### src/rtl/lz77_bit_packer_pkg.sv
// Shared deflate definitions: block header, one-hot packer states,
// and the MSB-first field reversal helper.
package lz77_bit_packer_pkg;

    localparam logic [2:0] DEFLATE_HDR = 3'b011;

    localparam int IDLE_B  = 0;
    localparam int RUN_B   = 1;
    localparam int FLUSH_B = 2;
    localparam int DONE_B  = 3;

    typedef enum logic [3:0] {
        IDLE  = 4'b0001,
        RUN   = 4'b0010,
        FLUSH = 4'b0100,
        DONE  = 4'b1000
    } pack_state_e;

    function automatic logic [31:0] bit_reverse32(input logic [31:0] d);
        logic [31:0] r;
        for (int i = 0; i < 32; i++) begin
            r[i] = d[31-i];
        end
        return r;
    endfunction

endpackage

### src/rtl/lz77_bit_packer.sv
// Deflate bit packer: appends MSB-first code fields to a 64-bit
// accumulator and emits little-endian 32-bit words per block.
module lz77_bit_packer
    import lz77_bit_packer_pkg::*;
#(
    parameter int         OUT_WIDTH = 32,
    parameter logic [2:0] HDR_BITS  = DEFLATE_HDR
) (
    input  logic                 clk,
    input  logic                 rst_n,
    input  logic                 in_valid,
    input  logic [5:0]           in_size,
    input  logic [OUT_WIDTH-1:0] in_data,
    input  logic                 in_last,
    output logic                 in_ready,
    output logic                 out_valid,
    input  logic                 out_ready,
    output logic [OUT_WIDTH-1:0] out_data,
    output logic [2:0]           out_bytes,
    output logic                 out_last,
    output logic                 overflow_err,
    output logic [31:0]          byte_count
);

    pack_state_e state_q, state_d;
    logic [63:0] acc_q, acc_d;
    logic [6:0]  fill_q, fill_d;
    logic [5:0]  sz;
    logic [63:0] field;
    logic        out_fire;
    logic        take;
    logic        take_last;

    // Reversed field lands right-aligned: bit in_size-1 at position 0.
    always_comb begin
        sz    = (in_size > 6'd32) ? 6'd32 : in_size;
        field = {32'd0, bit_reverse32(in_data)} >> (7'd32 - {1'b0, sz});
    end

    always_comb begin
        in_ready  = 1'b0;
        out_valid = 1'b0;
        out_bytes = 3'd0;
        out_last  = 1'b0;
        unique case (1'b1)
            state_q[IDLE_B], state_q[DONE_B]: begin
                in_ready = 1'b1;
            end
            state_q[RUN_B]: begin
                out_valid = (fill_q >= 7'd32);
                out_bytes = out_valid ? 3'd4 : 3'd0;
                in_ready  = (fill_q <= 7'd31) | (out_valid & out_ready);
            end
            state_q[FLUSH_B]: begin
                out_valid = 1'b1;
                if (fill_q > 7'd32) begin
                    out_bytes = 3'd4;
                end else begin
                    out_last = 1'b1;
                    // An empty tail still closes the block with one pad byte.
                    out_bytes = (fill_q == 7'd0) ? 3'd1
                              : 3'((fill_q + 7'd7) >> 3);
                end
            end
            default: ;
        endcase
    end

    assign out_data  = out_valid ? acc_q[31:0] : '0;
    assign out_fire  = out_valid & out_ready;
    assign take      = in_valid & in_ready;
    assign take_last = in_last & in_ready;

    always_comb begin
        state_d = state_q;
        acc_d   = acc_q;
        fill_d  = fill_q;
        unique case (1'b1)
            state_q[IDLE_B], state_q[DONE_B]: begin
                if (in_valid | in_last) begin
                    acc_d  = {61'd0, HDR_BITS};
                    fill_d = 7'd3;
                    if (in_valid) begin
                        acc_d  = acc_d | (field << 3);
                        fill_d = 7'd3 + {1'b0, sz};
                    end
                    state_d = in_last ? FLUSH : RUN;
                end else if (state_q[DONE_B]) begin
                    acc_d   = '0;
                    fill_d  = '0;
                    state_d = IDLE;
                end
            end
            state_q[RUN_B]: begin
                if (out_fire) begin
                    acc_d  = acc_q >> 32;
                    fill_d = fill_q - 7'd32;
                end
                if (take) begin
                    acc_d  = acc_d | (field << fill_d);
                    fill_d = fill_d + {1'b0, sz};
                end
                if (take_last) begin
                    state_d = FLUSH;
                end
            end
            state_q[FLUSH_B]: begin
                if (out_fire) begin
                    if (fill_q > 7'd32) begin
                        acc_d  = acc_q >> 32;
                        fill_d = fill_q - 7'd32;
                    end else begin
                        acc_d   = '0;
                        fill_d  = '0;
                        state_d = DONE;
                    end
                end
            end
            default: state_d = IDLE;
        endcase
    end

    always_ff @(posedge clk or negedge rst_n) begin
        if (!rst_n) begin
            state_q      <= IDLE;
            acc_q        <= '0;
            fill_q       <= '0;
            overflow_err <= 1'b0;
            byte_count   <= '0;
        end else begin
            state_q      <= state_d;
            acc_q        <= acc_d;
            fill_q       <= fill_d;
            overflow_err <= overflow_err | (in_valid & ~in_ready);
            if (out_fire) begin
                byte_count <= byte_count + {29'd0, out_bytes};
            end
        end
    end

endmodule
### config.mk
export PLATFORM = sky130hd
export DESIGN_NAME = lz77_bit_packer
export DESIGN_NICKNAME = d
export VERILOG_FILES = /design/src/rtl/lz77_bit_packer_pkg.sv /design/src/rtl/lz77_bit_packer.sv
export SDC_FILE = /design/constraint.sdc
export NUM_CORES = 1
export LEC_CHECK = 0
export ABC_AREA = 1
export CAP_MARGIN = 20
export CORE_ASPECT_RATIO = 0.8
export CORE_MARGIN = 2
export CORE_UTILIZATION = 60
export DETAILED_ROUTE_END_ITERATION = 8
export MAX_ROUTING_LAYER = met4
export PLACE_DENSITY = 0.83
export SETUP_SLACK_MARGIN = 0.05
export SYNTH_ARGS = -nofsm -noshare
export SYNTH_HDL_FRONTEND = slang
export SYNTH_SLANG_ARGS = --single-unit
### constraint.sdc
create_clock -name clk -period 3.57 [get_ports clk]
set_input_delay 0.357 -clock clk [delete_from_list [all_inputs] [get_ports clk]]
set_output_delay 0.357 -clock clk [all_outputs]
set_load 0.02 [all_outputs]
==> results.cfg <==
[grt]
track_usage_pct = 44.0
grt_max_degree = 99
grt_remaining_overflow = 0
grt_pass1_wl_mm = 71.1
grt_pass1_vias = 13500
grt_antenna_before_repair = 0

[sta]
fmax_ghz = 0.266
tightest_slew_ns = 0.975
finalHoldViolations = 0
maxSlewHeadroom_pct = 35.0
setup_viol = 14
fin_crit_sh_pct = 105
clock_skew_ns = 0.0192
final-max-slew-violation-count = 0
hold_slack_ns = 0.118
rsz0062_at_grt = yes
fin_setup_tns_ns = -1.03
layout_setup_ws_ns = -0.190
finalCriticalPeriod_ns = 3.76

[synthesis]
synth.distinct_cells = 55
syn_area_um2 = 11800
synth_fp_nets = 2073
ys_seq_area_share_pct = 22.9
yosys_warnings = 0
ys_seq_elements = 108
yosysTopAreaCell = nand3_1
yosys.cell_count.top_type = nand2_1
synth_cells = 2013
async_flop_share_pct = 100
syn_avg_cell_area_um2 = 5.86
synth_edf_count = 0
yosys-top-cells-count = nand2_1, nand3_1, inv_1
synthTopCellsByArea = nand3_1, dfrtp_1, nand2_1
synth_top_area_share_pct = 24.2
synth_ff_type = dfrtp_1

[floorplanning]
rows = 45
fp.dieH_um = 129
core_area_um2 = 19100
pin_count = 114
fp.dieW_um = 161
die_area_um2 = 20800
initial_core_util_pct = 61.6

[setup_path]
r2r-start = fill_q[2]
r2r_cells = 21
cp-start-kind = flop
cp.arrival_ns = 4.05
critPathKind = flop to flop
cp.required_ns = 3.86
critPathLaunch = fill_q[2]
crit_path_end_kind = flop
cp_max_fo = 5

[drt]
drt-initial-drc-count = 3416
dr.pass1.iters = 9
drc = 1
routedWlPerCell_um = 21.2
drt_wl_total_mm = 52.4
vias_per_cell = 6.66
vias = 16500
antenna_left = 0

[cells_and_area]
diodes = 0
n_fill_cell = 1231
finalCoreUtilization_pct = 82.8
drive_above_1_share_pct = 22.8
final_net_count = 2271
syn2layout_area_growth_pct = 34.2
fin_cells = 2474

[power]
clkPwrFrac_pct = 8.9
p_int_mw = 5.21
p_comb_share_pct = 75.7
p_sw_share_pct = 58.2
powerDensity_nw_per_um2 = 787
p_seq_share_pct = 15.4
ir_worst_vdd_mv = 0.861
p_leak_nw = 7.95
switchingPower_mw = 7.26

[clock_network]
numClockSinks = 108
cts-root-buf = clkbuf_16
cts_made_buffers = 9
cts_buffer_depth = 2
path_clk_slew_ns = 0.10
cts_max_level = 3
worstSkewPairLatency_ns = 0.38
cts_tree = built
cts_hold_buf = 0

[status]
status = finished, violations left
violations = design-rule violations, negative setup slack

[placement]
place_hpwl_mm = 33.3
io_buffer_count = 113
place_inst = 2428
gp_congestion = 1.09

[hold_path]
min_path_type = input pin to asynchronous set/reset pin

[flow_run]
drv_cap = 0
[through the flow]
step	instance area, µm²	power, mW	setup WS (ns)
floorplan	11800	6.94	0.127
global placement	14100	9.49	-0.231
detailed placement	14100	9.66	-0.342
CTS	14400	10.8	0.0299
global route	15800	13.0	-0.322
finish	15800	12.5	-0.190
[registers in the layout (all words and copies together), names as in the netlist]
name          cells
acc_q            64
byte_count       32
fill_q            7
overflow_err      1
state_q           4
[critical path, cell delays in order, from the launching register on]
cell     delay (ns)
dfrtp_1        0.41
nor2_2         0.15
nand2_2        0.10
nor2_2         0.15
nand4_1        0.15
inv_1          0.12
nor2_2         0.06
nor2_2         0.17
and3_4         0.24
ha_4           0.14
inv_2          0.06
fa_2           0.43
nor2_4         0.11
o21ai_2        0.08
nor2_2         0.17
nand4_1        0.19
inv_2          0.12
nand3_4        0.12
nor2_4         0.20
nand4_4        0.13
nor3_4         0.22
xor2_1         0.16
[cells in the final DEF (no fill, tap or decap), types with 3 or more instances in the layout]
cell             count
clkinv_8             3
a22oi_1             20
a221oi_1             8
xor2_1              21
o21ai_1             31
inv_6                3
nor2_4              11
nand3_4              8
o21ai_0             51
nand3_2            148
xnor2_1             12
a31oi_1              3
dfrtp_1            106
a21oi_1             34
nand2_2             45
clkbuf_16           11
buf_6                7
o22ai_1              6
nor3_1               5
nor2_1              83
buf_4              178
nand4_1             34
ha_1                12
o31ai_1              5
nand2_4              5
inv_2               13
nor2_2              25
inv_1              140
clkdlybuf4s50_1    106
dlymetal6s2s_1       6
a21oi_2              9
buf_12              14
nand2_1            578
o211ai_1             3
nand3_1            423
o21a_1               4
ha_4                 3
[cell families (layout without fill, tap and decap cells)]
family	count (synthesis)	in the layout	share of synthesized area [%]
AO/OA/AOI/OAI	189	189	9.65
XOR/XNOR	34	34	2.52
adder cells (fa/ha/maj)	17	17	1.93
buffers and inverters	289	492	10.6
flip-flops	108	108	22.9
multiplexers	1	1	0.0848
AND/OR/NAND/NOR	1375	1375	52.3
[final timing paths]
path | to | slack [ns]
max in group asynchronous | byte_count[10] | 2.63
min reg2reg | byte_count[31] | 0.48
min in group clk | byte_count[31] | 0.48
max | byte_count[28] | -0.19
min | acc_q[25] | 0.12
max reg2reg | byte_count[28] | -0.19
[power by group through the flow]
stage	registers [mW]	clock network [mW]	logic, mW
finish	1.92	1.11	9.44
global route	1.95	1.14	9.91
CTS	1.87	1.08	7.83
detailed placement	1.88	0	7.78
global placement	1.86	0	7.63
floorplan	1.87	0	5.07
[area by class of cell]
cell class / count / area [µm²] / area share [%]
well taps: 258 / 323 / 2.04
inverters: 161 / 622 / 3.93
clock buffers: 9 / 225 / 1.42
flip-flops and latches: 108 / 2710 / 17.1
repair buffers: 315 / 2920 / 18.5
clock inverters: 7 / 91.3 / 0.577
multi-input cells: 1616 / 8950 / 56.5
[metal layers]
metal / GRT usage (%) / vias up / wire length (µm)
met3: 7.36 / 374 / 7590
met4: 13.7 / 0 / 3340
met2: 66.2 / 1551 / 22500
met1: 61.0 / 7414 / 19000
met5: - / - / 0
li1: - / 7140 / -
[what timing repair did]
| item | 4_1_cts | 5_1_grt |
|---|---|---|
| endpoints found under the setup margin | 5 | 74 |
| resized for setup | 6 | 263 |
| gates cloned | 1 | 2 |
| endpoints found under the hold margin | 0 | 0 |
| buffers inserted | 0 | 26 |
| pin swaps | 0 | 47 |
No activity file was read; power rests on OpenSTA's default activity.
